[src/rtl/self_purging_voter.sv]
// ---------------------------------------------------------------------------
// self_purging_voter
//   Bitwise majority voter for N redundant adder replicas. Each replica's
//   vote word is {carry, sum}. Replicas that disagree with the voted word
//   for PURGE_THR votes in a row are purged and no longer take part.
//   Pipeline: stage 1 registers the replica outputs. Stage 2 votes and
//   registers the result. Latency is 2 cycles and one vote can be issued
//   per cycle.
//
// Parameters
//   WIDTH     : bit width of each replica sum
//   N         : number of replicas (3..7)
//   PURGE_THR : consecutive mismatching votes that purge a replica (1..3)
//
// Ports
//   clk          in   clock; all state updates on the rising edge
//   rst_n        in   synchronous active-low reset (has priority over J)
//   J            in   synchronous purge-init: re-enables every replica and
//                     drops any in-flight result
//   in_valid     in   replica outputs are valid this cycle
//   mod_sum      in   packed replica sums; replica i is [i*WIDTH +: WIDTH]
//   mod_cout     in   replica carry-outs; bit i belongs to replica i
//   out_valid    out  voted result valid
//   out_sum      out  voted sum
//   out_cout     out  voted carry-out
//   mod_en       out  per-replica enable; 0 means the replica is purged
//   tie_err      out  at least one bit of this result was an even split
//   all_fail     out  sticky: fewer than 2 replicas remain enabled
//   mismatch_cnt out  number of results where an enabled replica disagreed
//
// Build option
//   SPV_STATS_EN : when defined, mismatch_cnt is a saturating 16-bit event
//                  counter cleared only by reset. When undefined it is tied
//                  to 0.
// ---------------------------------------------------------------------------
module self_purging_voter #(
  parameter int WIDTH     = 32,
  parameter int N         = 5,
  parameter int PURGE_THR = 2
) (
  input  logic                 clk,
  input  logic                 rst_n,
  input  logic                 J,
  input  logic                 in_valid,
  input  logic [N*WIDTH-1:0]   mod_sum,
  input  logic [N-1:0]         mod_cout,
  output logic                 out_valid,
  output logic [WIDTH-1:0]     out_sum,
  output logic                 out_cout,
  output logic [N-1:0]         mod_en,
  output logic                 tie_err,
  output logic                 all_fail,
  output logic [15:0]          mismatch_cnt
);

  localparam int VW = WIDTH + 1;

  function automatic int popcnt(input logic [N-1:0] v);
    int c;
    c = 0;
    for (int i = 0; i < N; i++) begin
      if (v[i]) c++;
    end
    return c;
  endfunction

  function automatic logic [1:0] sat_inc2(input logic [1:0] s);
    return (s == 2'b11) ? s : s + 2'd1;
  endfunction

  logic                   vld_p1;
  logic [N*WIDTH-1:0]     sum_p1;
  logic [N-1:0]           cout_p1;

  logic [N-1:0][VW-1:0]   word_p1;
  logic [VW-1:0]          voted;
  logic                   tie;
  logic [N-1:0]           mism;
  logic                   pair_split;
  int                     en_cnt;
  logic [N-1:0][1:0]      strike;
  logic [N-1:0][1:0]      strike_nx;
  logic [N-1:0]           en_nx;

  // ---- stage 1: capture replica outputs --------------------------------
  always_ff @(posedge clk) begin
    if (in_valid && !J) begin
      sum_p1  <= mod_sum;
      cout_p1 <= mod_cout;
    end
  end

  // ---- stage 2: vote, compare, strike bookkeeping ----------------------
  always_comb begin
    int ones;
    for (int i = 0; i < N; i++) begin
      word_p1[i] = {cout_p1[i], sum_p1[i*WIDTH +: WIDTH]};
    end
    en_cnt = popcnt(mod_en);

    // A bit is 1 only with a strict majority of enabled replicas. An even
    // split votes 0 and flags the result as undecidable.
    voted = '0;
    tie   = 1'b0;
    for (int b = 0; b < VW; b++) begin
      ones = 0;
      for (int i = 0; i < N; i++) begin
        if (mod_en[i] && word_p1[i][b]) ones++;
      end
      if (2 * ones > en_cnt) voted[b] = 1'b1;
      if (en_cnt >= 2 && 2 * ones == en_cnt) tie = 1'b1;
    end

    for (int i = 0; i < N; i++) begin
      mism[i] = mod_en[i] && (word_p1[i] != voted);
    end

    // With only two replicas left, a disagreement cannot identify the
    // faulty one, so nobody is struck.
    pair_split = (en_cnt == 2) && (|mism);

    strike_nx = strike;
    en_nx     = mod_en;
    if (vld_p1 && !pair_split) begin
      for (int i = 0; i < N; i++) begin
        if (mod_en[i]) begin
          if (mism[i]) begin
            strike_nx[i] = sat_inc2(strike[i]);
            if (int'(strike_nx[i]) >= PURGE_THR) en_nx[i] = 1'b0;
          end else begin
            strike_nx[i] = 2'b00;
          end
        end
      end
    end
  end

  always_ff @(posedge clk) begin
    if (!rst_n) begin
      vld_p1    <= 1'b0;
      out_valid <= 1'b0;
      out_sum   <= '0;
      out_cout  <= 1'b0;
      tie_err   <= 1'b0;
      all_fail  <= 1'b0;
      mod_en    <= '1;
      strike    <= '0;
    end else if (J) begin
      // J wins over any purge on the same edge and drops both valid flags.
      vld_p1    <= 1'b0;
      out_valid <= 1'b0;
      all_fail  <= 1'b0;
      mod_en    <= '1;
      strike    <= '0;
    end else begin
      vld_p1    <= in_valid;
      out_valid <= vld_p1;
      if (vld_p1) begin
        out_sum  <= voted[WIDTH-1:0];
        out_cout <= voted[WIDTH];
        tie_err  <= tie;
        mod_en   <= en_nx;
        strike   <= strike_nx;
        if (popcnt(en_nx) < 2) all_fail <= 1'b1;
      end
    end
  end

`ifdef SPV_STATS_EN
  function automatic logic [15:0] sat_inc16(input logic [15:0] c);
    return (c == 16'hFFFF) ? c : c + 16'd1;
  endfunction

  logic [15:0] mcnt;

  always_ff @(posedge clk) begin
    if (!rst_n) begin
      mcnt <= '0;
    end else if (!J && vld_p1 && (|mism)) begin
      mcnt <= sat_inc16(mcnt);
    end
  end

  assign mismatch_cnt = mcnt;
`else
  assign mismatch_cnt = 16'd0;
`endif

endmodule

[config.mk]
export PLATFORM = sky130hd
export DESIGN_NAME = self_purging_voter
export DESIGN_NICKNAME = d
export VERILOG_FILES = /design/src/rtl/self_purging_voter.sv
export SDC_FILE = /design/constraint.sdc
export NUM_CORES = 1
export LEC_CHECK = 0
export ABC_CLOCK_PERIOD_IN_PS = 13100
export CORE_MARGIN = 2
export CORE_UTILIZATION = 59
export CTS_CLUSTER_SIZE = 8
export DETAILED_ROUTE_END_ITERATION = 7
export PLACE_DENSITY = 0.83
export SYNTH_ARGS = -nofsm -noshare
export SYNTH_HDL_FRONTEND = slang
export SYNTH_SLANG_ARGS = --single-unit
[constraint.sdc]
create_clock -name clk -period 13.1 [get_ports clk]
set_input_delay 3.93 -clock clk [delete_from_list [all_inputs] [get_ports clk]]
set_output_delay 3.93 -clock clk [all_outputs]
set_load 0.05 [all_outputs]
==> After elaboration in Yosys (flattened, before gate mapping) <==
Index checks and enable logic that the tools add are counted.
{ "op_classes": {"addsub": 145, "magnitude_cmp": 40, "eq_ne": 44, "mux": 282, "n_bitwise": 2, "reduce_logical": 217} }
{ "op_table": {"columns": ["operator", "count"], "rows": [
  ["$mux 31", 132],
  ["$add 31x2->31 const B", 99],
  ["$eq 32x32->1", 33],
  ["$gt 32x32->1", 33],
  ["$mux 32", 23],
  ["$add 32x2->32 const B", 8],
  ["$logic_and 1x1->1", 206],
  ["$ne 33x33->1", 5],
  ["$mux 1", 116],
  ["$add 1x1->2 const B", 33],
  ["$eq 32x3->1 const B", 1],
  ["$ge 32x3->1 const B", 1],
  ["$lt 32x3->1 const B", 1],
  ["$mux 2", 10],
  ["$reduce_and 3->1", 5],
  ["$add 2x1->2 const B", 5],
  ["$eq 2x2->1 const B", 5],
  ["$ge 2x2->1 const B", 5],
  ["$mux 5", 1],
  ["$reduce_or 5->1", 1],
  ["$reduce_and 2->1", 2],
  ["$logic_not 1->1", 2],
  ["$not 1->1", 2],
  ["$reduce_or 2->1", 1]
]} }
{ "word_totals": {"reg_bits": 217, "elab_cells": 744} }

==> Depth between registers and ports, before layout <==
{ "logic_depth": {"depth_word": 45, "ltp_mapped": 38} }

==> Worst setup path after synthesis <==
OpenSTA, ideal clock, no wires.
{ "synth_path": {"path_kind": "input port to flip-flop", "start": "input J", "end": "register cout_p1[0], enable pin", "setup_ns": 0.715, "t_arrival_ns": 11.261, "setup_slack_ns": 1.124, "path_stages": 1, "n_path_buf": 0, "path_cell_list": "nor2b_1"} }
{ "synth_via": {"elab_chain_len": 2} }
{ "synth_rtl": {"columns": ["item", "line", "source"], "rows": [
  ["start: declaration", "43", "input logic J,"],
  ["$logic_not 1->1", "87", "if (in_valid && !J) begin"],
  ["$logic_and 1x1->1", "87", null],
  ["end signal: assignment", "89", "cout_p1 <= mod_cout;"],
  ["end: declaration", "73", "logic [N-1:0] cout_p1;"]
]} }
No other way between the ends.
A chain may end at the register's enable or synchronous reset.

==> Worst setup path in the final report <==
{ "layout_path": {"start": "register mod_en[0]", "end": "register all_fail"} }
{ "layout_via": {"elab_chain_len": 45} }
{ "layout_rtl": {"columns": ["item", "line", "source"], "rows": [
  ["start: declaration", "50", "output logic [N-1:0] mod_en,"],
  ["start signal: assignment", "162", "mod_en <= en_nx;"],
  ["branches (longest 18 deep; another with $add 32x2->32)", null, null],
  ["$mux 5 *", "124", "if (vld_p1 && !pair_split) begin"],
  ["$mux 1", "62", "if (v[i]) c++;"],
  ["$mux 32", "158", "if (vld_p1) begin"],
  ["$mux 32", "148", "end else if (J) begin"],
  ["$mux 32", "139", "if (!rst_n) begin"],
  ["$add 32x2->32", "62", null],
  ["$mux 32", "62", null],
  ["[... 12 more ...]", null, null],
  ["$mux 32", "139", null],
  ["$add 32x2->32", "62", null],
  ["$mux 32 *", "62", null],
  ["$mux 32 *", "158", null],
  ["$mux 32 *", "148", null],
  ["$mux 32 *", "139", null],
  ["$lt 32x3->1 *", "164", "if (popcnt(en_nx) < 2) all_fail <= 1'b1;"],
  ["$reduce_and 2->1 (no source line) *", null, null],
  ["end signal: assignment", "145", "all_fail <= 1'b0;"],
  ["end signal: assignment", "152", "all_fail <= 1'b0;"],
  ["end signal: assignment", "164", null],
  ["end: declaration", "52", "output logic all_fail,"]
]} }
Mark *: on every way between the ends. The select of a mux whose other input is x is not followed.

==> results by group <==
Routing
  • First drt pass iteration count: 5
  • Drt wl/cell: about 26 um
  • # DRC: 0
  • Via count: around 19000
  • Routed wl met3: just over 8000 um
  • Post-DRT Antenna Nets: 0
  • Highest routed layer: met4
  • Met2 Wirelength: roughly 34000 um
  • WL final: 76200 um
  • DR iter-0 viols: 2146
  • Vias/cell: between 6 and 7
  • Met1 wire length: 29000 um

Placement
  • Placer Congestion: approximately 1
  • PortBufs: 209
  • Post-detail-place hpwl: between 50000 and 60000 um

Worst setup path
  • CP Data Arrival Time: between 9000 and 10000 ps
  • Critical path's slowest cell: dfxtp_1
  • Cell mode on critical path: ha_1
  • Critical Path RT: ~14000 ps
  • Worst Path Max Fanout: 27
  • Worst path max stage delay: 780 ps
  • Worst setup EP type: flop
  • Critical Path Start Type: flop
  • WS Path Type: flop to flop

Global routing
  • GRT Total Usage: 0.414
  • Number of global-route vias before repair: roughly 19000
  • First-pass GRT wire length: approximately 110000 um
  • Antenna violations before repair: 1
  • Largest net degree at the start of global routing: approximately 170
  • GR Overflow Total: 0

Layout
  • Most frequent cells in the layout: nand2_1, ha_1, clkdlybuf4s50_1
  • Share of layout cells above drive strength 1: 0.0463
  • Synth-to-layout area growth: 16.5%
  • Antenna diode count: 0
  • Most common cell after layout, fill and taps aside: nand2_1
  • Nets: roughly 2900

Timing
  • Clock skew: 31.5 ps
  • Final setup vio count: 0
  • Worst rel slew slack: 0.241
  • Unrepaired setup endpoints after global routing: no
  • Fmax: 107 MHz
  • Final Max Slew Viols: 0
  • Tcrit/Tclk final: 0.711
  • Slew @ Worst Pin: roughly 1100 ps
  • Final Hold Vio Count: 0
  • Crit path time final: roughly 9300 ps
  • Setup tns final: 0 ps

Die
  • Placement Rows: 68
  • Die height: 191 um
  • I/O pins: around 230
  • Chip width: 191 um
  • Core area: 34500 sq um
  • DIE AREA: 36300 sq um
  • Initial Utilization: 0.596

Pwr
  • Worst VDD drop: between 0.0001 and 0.00015 V
  • Total Power: roughly 2.9 mW
  • Leakage: 10.0 nW
  • PD cells: 121 nW/um^2

Synth
  • Async set-reset flop share out of synthesis: 0
  • Main flop type after synthesis: edfxtp_1
  • Sequential cell area fraction in the yosys report: 0.292
  • Yosys cell types: approximately 110
  • Yosys warnings: 0
  • Post-Syn Area: 20500 sq um
  • Yosys reg bits: roughly 220
  • Post-Syn Area per Cell: ~9.0 sq um
  • Cells after Synth: between 2000 and 2500
  • EDFF count, synth: 165

Clock tree
  • Post-CTS setup buffers: 0
  • CTS Buf Count: 31
  • Hold buffer count at CTS: 0
  • CTS sink cnt: around 220
  • H-tree Lvls: 1
  • Clock Path Buffers: 3
  • Clock Root Buffer: clkbuf_16
  • Clk Latency, worst-skew pair: approximately 600 ps
  • Clk slew on worst S/H paths: roughly 50 ps
  • CTS tree: done
  • Post_cts resized: 0

Worst hold path
  • Min-delay worst type: flop to flop

Run status
  • Status: complete, no violations

Job
  • Max capacitance violation total: 0
[per-stage QoR]
step	cell area, sq um	utilization	setup WS, ps	hold slack (ps)	std cells
final	23900	0.695	3780	467	2981
after CTS	23900	0.695	4020	466	2981
after floorplan	20700	-	1120	449	2333
after detailed placement	23100	0.669	4080	459	2925
after global placement	23100	0.669	4330	449	2925
after global routing	23900	0.695	3460	485	2981
[Yosys cell counts, drive strengths merged, types with 10 or more instances]
master	number	area (sq um)
nand2b	22	138
a21o	21	158
xor3	10	238
nor3	38	201
xnor2	154	1410
nand2	243	915
a21boi	19	143
nor4	55	344
nand4	46	288
or3	15	98.8
maj3	13	134
xnor3	14	317
nor2b	10	62.6
xor2	149	1310
a31oi	28	175
nand3	106	561
a211oi	18	145
a311oi	12	111
and2	87	544
edfxtp	165	4950
ha	209	2620
mux2i	39	390
buf	50	394
or2	14	87.6
inv	138	518
dfxtp	52	1040
and3	40	250
o21ai	89	445
o22ai	15	93.8
nor2	142	536
a21oi	88	444
clkbuf	39	146
[worst max-delay path, delay by kind of cell, from the launching register on]
kind            cells  cell delay (ps)
mux                 1              290
fa+ha+maj           7             2030
simple gates        8             1740
buf+inv             4             1300
flops               1              780
xor+xnor            4             1310
compound gates      8             1730
[path summary, 6_finish.rpt]
| path | cells past startpoint | slack (ps) | from | end |
|---|---|---|---|---|
| max reg2reg | 32 | 3780 | mod_en[0] | all_fail |
| min | 2 | 470 | out_sum[2] | out_sum[2] |
| max | 32 | 3780 | mod_en[0] | all_fail |
| min reg2reg | 2 | 470 | out_sum[2] | out_sum[2] |
[power breakdown]
group | switching, mW | internal [mW]
clock | 0.303 | 0.443
combinational | 0.788 | 0.512
sequential | 0.0592 | 0.787
[metal layers]
layer	GRT usage	up-vias
li1	-	8686
met1	0.520	9132
met2	0.660	1257
met3	0.0828	296
met4	0.246	0
met5	0	-
[state kept, by name, summed over array words and instances, names as in the netlist]
register,count
mod_en,5
out_valid,1
out_sum,32
cout_p1,5
sum_p1,160
out_cout,1
tie_err,1
all_fail,1
vld_p1,1
strike,10
[cells by family after synthesis]
family          Yosys count  synth area share
compound gates          401             0.133
xor+xnor                327             0.159
fa+ha+maj               222             0.134
buf+inv                 227            0.0515
flops                   217             0.292
mux                      41            0.0203
other cells               2          0.000366
simple gates            849             0.210
[cell type report]
type                    instances  area [sq um]
flip-flops and latches        217          6000
fillers                      2623         10500
clock buffers                  54           872
clock inverters                 2          13.8
repair buffers                226          2230
multi-input cells            1889         13700
well taps                     455           569
inverters                     138           518
Note: power is estimated with default switching activity, not from simulation.
